## src/rtl/dpll_phase_detector.sv

```systemverilog
`default_nettype none
// ============================================================================
//  Module      : dpll_phase_detector
//  Description : Bang-bang phase/frequency comparator for the DPLL front end.
//                Compares rising edges of the asynchronous reference
//                master_in against the recovered clock slave_in. For each
//                edge pair it emits a lead/lag decision plus the phase-error
//                magnitude in clk cycles. It raises miss when no partner
//                edge arrives within WINDOW cycles.
//  Options     : DPLL_PD_DEADBAND_EN - when defined, decisions with
//                err_mag <= DEADBAND report lead = lag = 0.
//  Revision    : 1.0 - initial release
// ============================================================================
module dpll_phase_detector #(
    parameter int SYNC_STAGES = 2,
    parameter int CW          = 8,
    parameter int WINDOW      = 255,
    parameter int DEADBAND    = 1
) (
    input  logic          clk,
    input  logic          rstn,
    input  logic          master_in,
    input  logic          slave_in,
    output logic          lead,
    output logic          lag,
    output logic          pd_valid,
    output logic [CW-1:0] err_mag,
    output logic          miss
);

    typedef enum logic [1:0] {
        IDLE   = 2'd0,
        WAIT_S = 2'd1,
        WAIT_M = 2'd2
    } state_t;

    localparam logic [CW-1:0] c_window = CW'(WINDOW);
    localparam logic [CW-1:0] c_one    = CW'(1);

    // Synchronizer on master_in, equal-depth delay line on slave_in.
    logic [SYNC_STAGES-1:0] m_sync_q, m_sync_d;
    logic [SYNC_STAGES-1:0] s_dly_q,  s_dly_d;
    // Tracks when the reset zeros have been flushed out of both lines.
    logic [SYNC_STAGES-1:0] fill_q,   fill_d;

    logic m_prev_q, m_prev_d;
    logic s_prev_q, s_prev_d;
    logic m_edge_q, m_edge_d;
    logic s_edge_q, s_edge_d;

    state_t        state_q, state_d;
    logic [CW-1:0] cnt_q,   cnt_d;

    logic          lead_q,     lead_d;
    logic          lag_q,      lag_d;
    logic          pd_valid_q, pd_valid_d;
    logic          miss_q,     miss_d;
    logic [CW-1:0] err_q,      err_d;

    logic w_m_cur;
    logic w_s_cur;
    logic w_fill_done;

    assign w_m_cur     = m_sync_q[SYNC_STAGES-1];
    assign w_s_cur     = s_dly_q[SYNC_STAGES-1];
    assign w_fill_done = fill_q[SYNC_STAGES-1];

    generate
        if (SYNC_STAGES > 1) begin : g_line_multi
            // Shift the new samples in at bit 0; the oldest sample sits at the top.
            always_comb begin
                m_sync_d = {m_sync_q[SYNC_STAGES-2:0], master_in};
                s_dly_d  = {s_dly_q[SYNC_STAGES-2:0],  slave_in};
                fill_d   = {fill_q[SYNC_STAGES-2:0],   1'b1};
            end
        end else begin : g_line_single
            // Single-stage line: each register simply samples its input.
            always_comb begin
                m_sync_d = master_in;
                s_dly_d  = slave_in;
                fill_d   = 1'b1;
            end
        end
    endgenerate

    // Rising-edge detect. The reset zeros coming out of the lines are not real
    // input levels, so prev is held at 1 until the lines hold real samples.
    // An input that is already high across reset therefore gives no edge.
    always_comb begin
        m_prev_d = w_fill_done ? w_m_cur : 1'b1;
        s_prev_d = w_fill_done ? w_s_cur : 1'b1;
        m_edge_d = w_m_cur & ~m_prev_q;
        s_edge_d = w_s_cur & ~s_prev_q;
    end

`ifndef DPLL_PD_DEADBAND_EN
    // Keeps the parameter referenced when the deadband is compiled out.
    logic w_unused_deadband;
    assign w_unused_deadband = ^DEADBAND;
`endif

    // Measurement FSM: next state, cycle counter and registered decision outputs.
    always_comb begin
        logic          dec;
        logic          dec_lead;
        logic          dec_lag;
        logic          in_band;
        logic [CW-1:0] dec_err;

        state_d    = state_q;
        cnt_d      = cnt_q;
        lead_d     = lead_q;
        lag_d      = lag_q;
        err_d      = err_q;
        pd_valid_d = 1'b0;
        miss_d     = 1'b0;
        dec        = 1'b0;
        dec_lead   = 1'b0;
        dec_lag    = 1'b0;
        dec_err    = '0;
        in_band    = 1'b0;

        case (state_q)
            IDLE: begin
                if (m_edge_q && s_edge_q) begin
                    dec = 1'b1;
                end else if (m_edge_q) begin
                    state_d = WAIT_S;
                    cnt_d   = c_one;
                end else if (s_edge_q) begin
                    state_d = WAIT_M;
                    cnt_d   = c_one;
                end
            end
            WAIT_S: begin
                // A partner edge wins over a same-side edge in the same cycle.
                if (s_edge_q) begin
                    dec     = 1'b1;
                    dec_lag = 1'b1;
                    dec_err = cnt_q;
                    state_d = IDLE;
                    cnt_d   = '0;
                end else if (m_edge_q) begin
                    cnt_d = c_one;
                end else if (cnt_q == c_window) begin
                    miss_d  = 1'b1;
                    state_d = IDLE;
                    cnt_d   = '0;
                end else begin
                    cnt_d = cnt_q + c_one;
                end
            end
            WAIT_M: begin
                if (m_edge_q) begin
                    dec      = 1'b1;
                    dec_lead = 1'b1;
                    dec_err  = cnt_q;
                    state_d  = IDLE;
                    cnt_d    = '0;
                end else if (s_edge_q) begin
                    cnt_d = c_one;
                end else if (cnt_q == c_window) begin
                    miss_d  = 1'b1;
                    state_d = IDLE;
                    cnt_d   = '0;
                end else begin
                    cnt_d = cnt_q + c_one;
                end
            end
            default: begin
                state_d = IDLE;
                cnt_d   = '0;
            end
        endcase

`ifdef DPLL_PD_DEADBAND_EN
        in_band = (dec_err <= CW'(DEADBAND));
`endif

        if (dec) begin
            pd_valid_d = 1'b1;
            err_d      = dec_err;
            lead_d     = dec_lead & ~in_band;
            lag_d      = dec_lag  & ~in_band;
        end
    end

    // All state registers share one synchronous active-low reset.
    always_ff @(posedge clk) begin
        if (!rstn) begin
            m_sync_q   <= '0;
            s_dly_q    <= '0;
            fill_q     <= '0;
            m_prev_q   <= 1'b1;
            s_prev_q   <= 1'b1;
            m_edge_q   <= 1'b0;
            s_edge_q   <= 1'b0;
            state_q    <= IDLE;
            cnt_q      <= '0;
            lead_q     <= 1'b0;
            lag_q      <= 1'b0;
            pd_valid_q <= 1'b0;
            miss_q     <= 1'b0;
            err_q      <= '0;
        end else begin
            m_sync_q   <= m_sync_d;
            s_dly_q    <= s_dly_d;
            fill_q     <= fill_d;
            m_prev_q   <= m_prev_d;
            s_prev_q   <= s_prev_d;
            m_edge_q   <= m_edge_d;
            s_edge_q   <= s_edge_d;
            state_q    <= state_d;
            cnt_q      <= cnt_d;
            lead_q     <= lead_d;
            lag_q      <= lag_d;
            pd_valid_q <= pd_valid_d;
            miss_q     <= miss_d;
            err_q      <= err_d;
        end
    end

    assign lead     = lead_q;
    assign lag      = lag_q;
    assign pd_valid = pd_valid_q;
    assign miss     = miss_q;
    assign err_mag  = err_q;

endmodule
`default_nettype wire

```

## config.mk

```make
export PLATFORM = sky130hd
export DESIGN_NAME = dpll_phase_detector
export DESIGN_NICKNAME = d
export VERILOG_FILES = /design/src/rtl/dpll_phase_detector.sv
export SDC_FILE = /design/constraint.sdc
export NUM_CORES = 1
export LEC_CHECK = 0
export BUFFER_PORTS_ARGS = -buffer_cell sky130_fd_sc_hd__buf_2
export CAP_MARGIN = 20
export CORE_MARGIN = 2
export CORE_UTILIZATION = 50
export DETAILED_ROUTE_END_ITERATION = 8
export GPL_TIMING_DRIVEN = 0
export PLACE_DENSITY = 0.7
export SYNTH_ARGS = -nofsm -noshare
export SYNTH_HDL_FRONTEND = slang
export SYNTH_SLANG_ARGS = --single-unit
```

## constraint.sdc

```tcl
create_clock -name clk -period 1.6 [get_ports clk]
set_input_delay 0.32 -clock clk [delete_from_list [all_inputs] [get_ports clk]]
set_output_delay 0.32 -clock clk [all_outputs]
set_load 0.05 [all_outputs]
```

# After elaboration in Yosys (flattened, before gate mapping)
# Index checks and enable logic that the tools add are counted.
# word_totals
register_bits,32
output_inout_bits,12
word_cells,67
# op_classes
addsub,1
eq_ne,7
muxes,35
n_bitwise,4
n_reduce_logical,5
# op_table
op,count
$mux W8,10
$pmux W8 S3,1
$mux W2,8
$pmux W8 S2,1
$mux W1,12
$ne A3 B3 Y1 const B,3
$add A8 B1 Y8 const B,1
$eq A8 B8 Y1 const B,1
$pmux W2 S3,1
$reduce_and A2 Y1,2
$reduce_and A4 Y1,1
$pmux W1 S3,1
$and A1 B1 Y1,2
$eq A2 B1 Y1 const B,1
$eq A2 B2 Y1 const B,1
$logic_not A2 Y1,1
$ne A2 B2 Y1 const B,1
$not A1 Y1,2
$pmux W1 S2,1
$logic_and A1 B1 Y1,1

# Depth between registers and ports, before layout
# logic_depth
word_depth,5
mapped_depth,7
ltp_nobuf,6

# Least setup slack after synthesis
# OpenSTA, ideal clock, no wires.
# synth_path
kind,reg2reg
startpoint,register state_q[0]
endpoint,register cnt_q[0]
arrival_ns,1.267
setup_slack_ns,0.201
path_stages_with_launch,8
path_buffers,1
path_cell_list,dfxtp_1 -> inv_1 -> ha_1 -> buf_2 -> nand2_1 -> o21ai_0 -> a221oi_1 -> a211oi_1
# synth_between
elab_chain_len,3
# synth_lines
item,line,source
"start, declared",51,"state_t state_q, state_d;"
"start signal, assigned",213,state_q <= state_d;
$logic_not A2 Y1,123,case (state_q)
$ne A3 B3 Y1 (no source line) or $ne A2 B2 Y1 (tied branches),n/a,
$reduce_and A2 Y1 (no source line),n/a,
"end signal, assigned",214,cnt_q <= cnt_d;
"end, declared",52,"logic [CW-1:0] cnt_q, cnt_d;"
# Several ways; a longest one is shown, not always the timed one.
# A chain may end at the register's enable or synchronous reset.

# Final worst setup path
# layout_path
startpoint,register state_q[1]
endpoint,register cnt_q[0]
# The elaborated chain is that of the path after synthesis.

==> metrics.txt <==
postcts setup bufs 0; total track usage 0.195; setup violators final 0; initial antenna violation count 0; core area 2730 µm²; Rows 19; hold path depth 1; slowest cell on the critical path dfxtp_2; top-count cell post-synth dfxtp_1; DR pass1 iterations 4; GP Congestion 0.847; syn_area_per_cell just over 9 µm²; Power Total roughly 1400 µW; VDD IR-drop max about 0.00070 V; die area 3290 µm²; reg2reg start state_q[1]; utilization after layout 0.604; CP required between 1500 and 2000 ps; CTS Root Buffer Type clkbuf_4; R2R Setup Slk 100 ps; Synth area leader dfxtp_1; Fin Hold WS 187 ps; register area share after synthesis 0.451; Initial Utilization 0.520; Total Nets Final 184; IO buf count 15; Final Skew 6.12 ps; ys async rst share 0; DP HPWL 1.93 mm; Area Growth Syn to Fin 16.1%; via count 1,128; DRC errors left 0; Final ANT Viol Nets 0; largest net degree at the start of global routing 11; Tmin final 1500 ps; reg-to-reg endpoint cnt_q[0]; CP top delay family compound AO/OA/AOI/OAI gates; CTS sink count 32; routed wire length 2.76 mm; Max Freq 0.668 GHz; max_cap viols 0; area share of the largest cell type after synthesis 0.451; worst-path cell chain inv_1, ha_2, buf_4, nand2_1, o21ai_0, a221oi_1, a211oi_1; wire per inst 13.4 µm; cells on worst reg2reg path 7; Power per Cell Area 829 nW/µm²; critical path arrival 1710 ps; Setup WS post-layout 103 ps; DIE WIDTH 57.3 µm; Synth Instances 153; Num CTS Buffers 5; CP bufs+invs 2; Critical Path Start Type flip-flop; synth warn 0; normalized max-slew margin 0.687; layout cell share with drive strength beyond 1 0.280; Skew-Pair Late Insertion Delay roughly 330 ps; hold_sp rstn; CP max stage delay between 300 and 400 ps; Hold Crit Class input pin to flip-flop; RSZ-0062 raised after global routing false; WHS Endpoint fill_q[0]; vias in the first global route 1,066; setup_tns 0 ps; IO Pins 16; first-pass GRT wire length 4.80 mm; number of enable flip-flop cells after synthesis 0; synth cell count leaders dfxtp_1 (32), nand2_1 (29), nor2_1 (10); final antenna diode count 0; H-tree depth 2; total grt overflow 0; synth top area cells dfxtp_1 (45%), nand2_1 (7.7%), mux2i_1 (6.3%); Clock Pin Slew Worst Setup and Hold Paths 100 ps; #FFs+latches synth 32; Slew Limit Fails 0; Starting DRT DRC Count 20; Final Hold Violating Endpoints 0; fin crit share 0.936; Critical Path End Type flip-flop; ys flop type dfxtp_1; status complete, no violations; CP Max Fanout 10; Netlist cell types 36; CTS tree yes; Syn Std Cell Area 1420 µm²; WS Path Type flip-flop to flip-flop; syn nets 162; maximum root-to-sink buffer count 2; Worst Setup Slack post-DPL 36.8 ps; Lkg Pwr between 0.0005 and 0.0006 µW; worst slew pin tran about 470 ps; Die Y about 57 µm; vias per inst between 5 and 6
cell type report:
cell class / count / area, µm²
buffer: 6 / 36.3
clock buffer: 7 / 65.1
fill: 237 / 1080
inverter: 5 / 18.8
multi-input combinational: 110 / 771
sequential: 32 / 646
tap: 31 / 38.8
timing repair buffer: 15 / 75.1
power breakdown:
part,switching (µW),total (µW),internal (µW),leakage [µW]
registers,5.04,812,807,0.000262
logic,27.5,44.9,17.4,0.000294
clock network,263,512,249,0.0000374
total,295,1370,1070,0.000593
routing by layer:
| layer | global-route usage | routed length, µm | vias up |
|---|---|---|---|
| met1 | 0.249 | 1300 | 537 |
| met2 | 0.296 | 1300 | 19 |
| met5 | 0 | 0 | - |
| li1 | - | - | 567 |
| met4 | 0.0930 | 61 | 0 |
| met3 | 0.0680 | 99 | 5 |
cells in the final DEF (no fill, tap or decap), types with 2 or more instances in the layout:
cell and instances:
clkbuf_8 2, a21oi_1 6, nand3b_1 5, dfxtp_1 28, dfxtp_2 4, xnor2_1 5, mux2i_1 9, clkbuf_4 5
a211oi_1 3, clkbuf_1 2, inv_2 2, o31ai_1 2, nand2_1 29, inv_1 3, buf_2 17, a21oi_2 2
nand2b_1 3, and2_1 6, nand3_1 6, nor2_1 10, ha_2 4
flip-flops by register name, indices dropped and copies added, names as in the netlist:
| register | cells |
|---|---|
| s_dly_q | 2 |
| pd_valid | 1 |
| s_prev_q | 1 |
| m_prev_q | 1 |
| state_q | 2 |
| cnt_q | 8 |
| err_mag | 8 |
| s_edge_q | 1 |
| lag | 1 |
| fill_q | 2 |
| miss | 1 |
| lead | 1 |
| m_edge_q | 1 |
| m_sync_q | 2 |
repair_timing:
item                       4_1_cts  5_1_grt
gates resized for setup          0       17
setup endpoints to repair        0       20
hold buffers                     0        0
logic make-up (layout without fill, tap and decap cells):
| logic type | after synthesis | count (layout) | synth area share |
|---|---|---|---|
| simple gates | 67 | 67 | 0.246 |
| compound gates | 23 | 23 | 0.119 |
| buf+inv | 11 | 33 | 0.0343 |
| mux | 9 | 9 | 0.0634 |
| fa+ha+maj | 5 | 5 | 0.0440 |
| xor+xnor | 6 | 6 | 0.0423 |
| flops | 32 | 32 | 0.451 |
through the flow:
stage / cells / instance area [µm²]
floorplan: 153 / 1420
detailed placement: 199 / 1540
global route: 206 / 1650
global placement: 199 / 1540
finish: 206 / 1650
CTS: 206 / 1600
how the worst max path moves through the flow:
stage	startpoint	end	slack [ps]	cells after the start
2_1_floorplan	state_q[0]	cnt_q[0]	200	7
3_3_place_gp	state_q[0]	cnt_q[4]	50	5
3_5_place_dp	state_q[0]	cnt_q[0]	40	7
4_1_cts	state_q[0]	cnt_q[4]	8	5
5_1_grt	state_q[1]	cnt_q[0]	8	7
6_report	state_q[1]	cnt_q[0]	100	7
(Power assumes the default switching activity.)
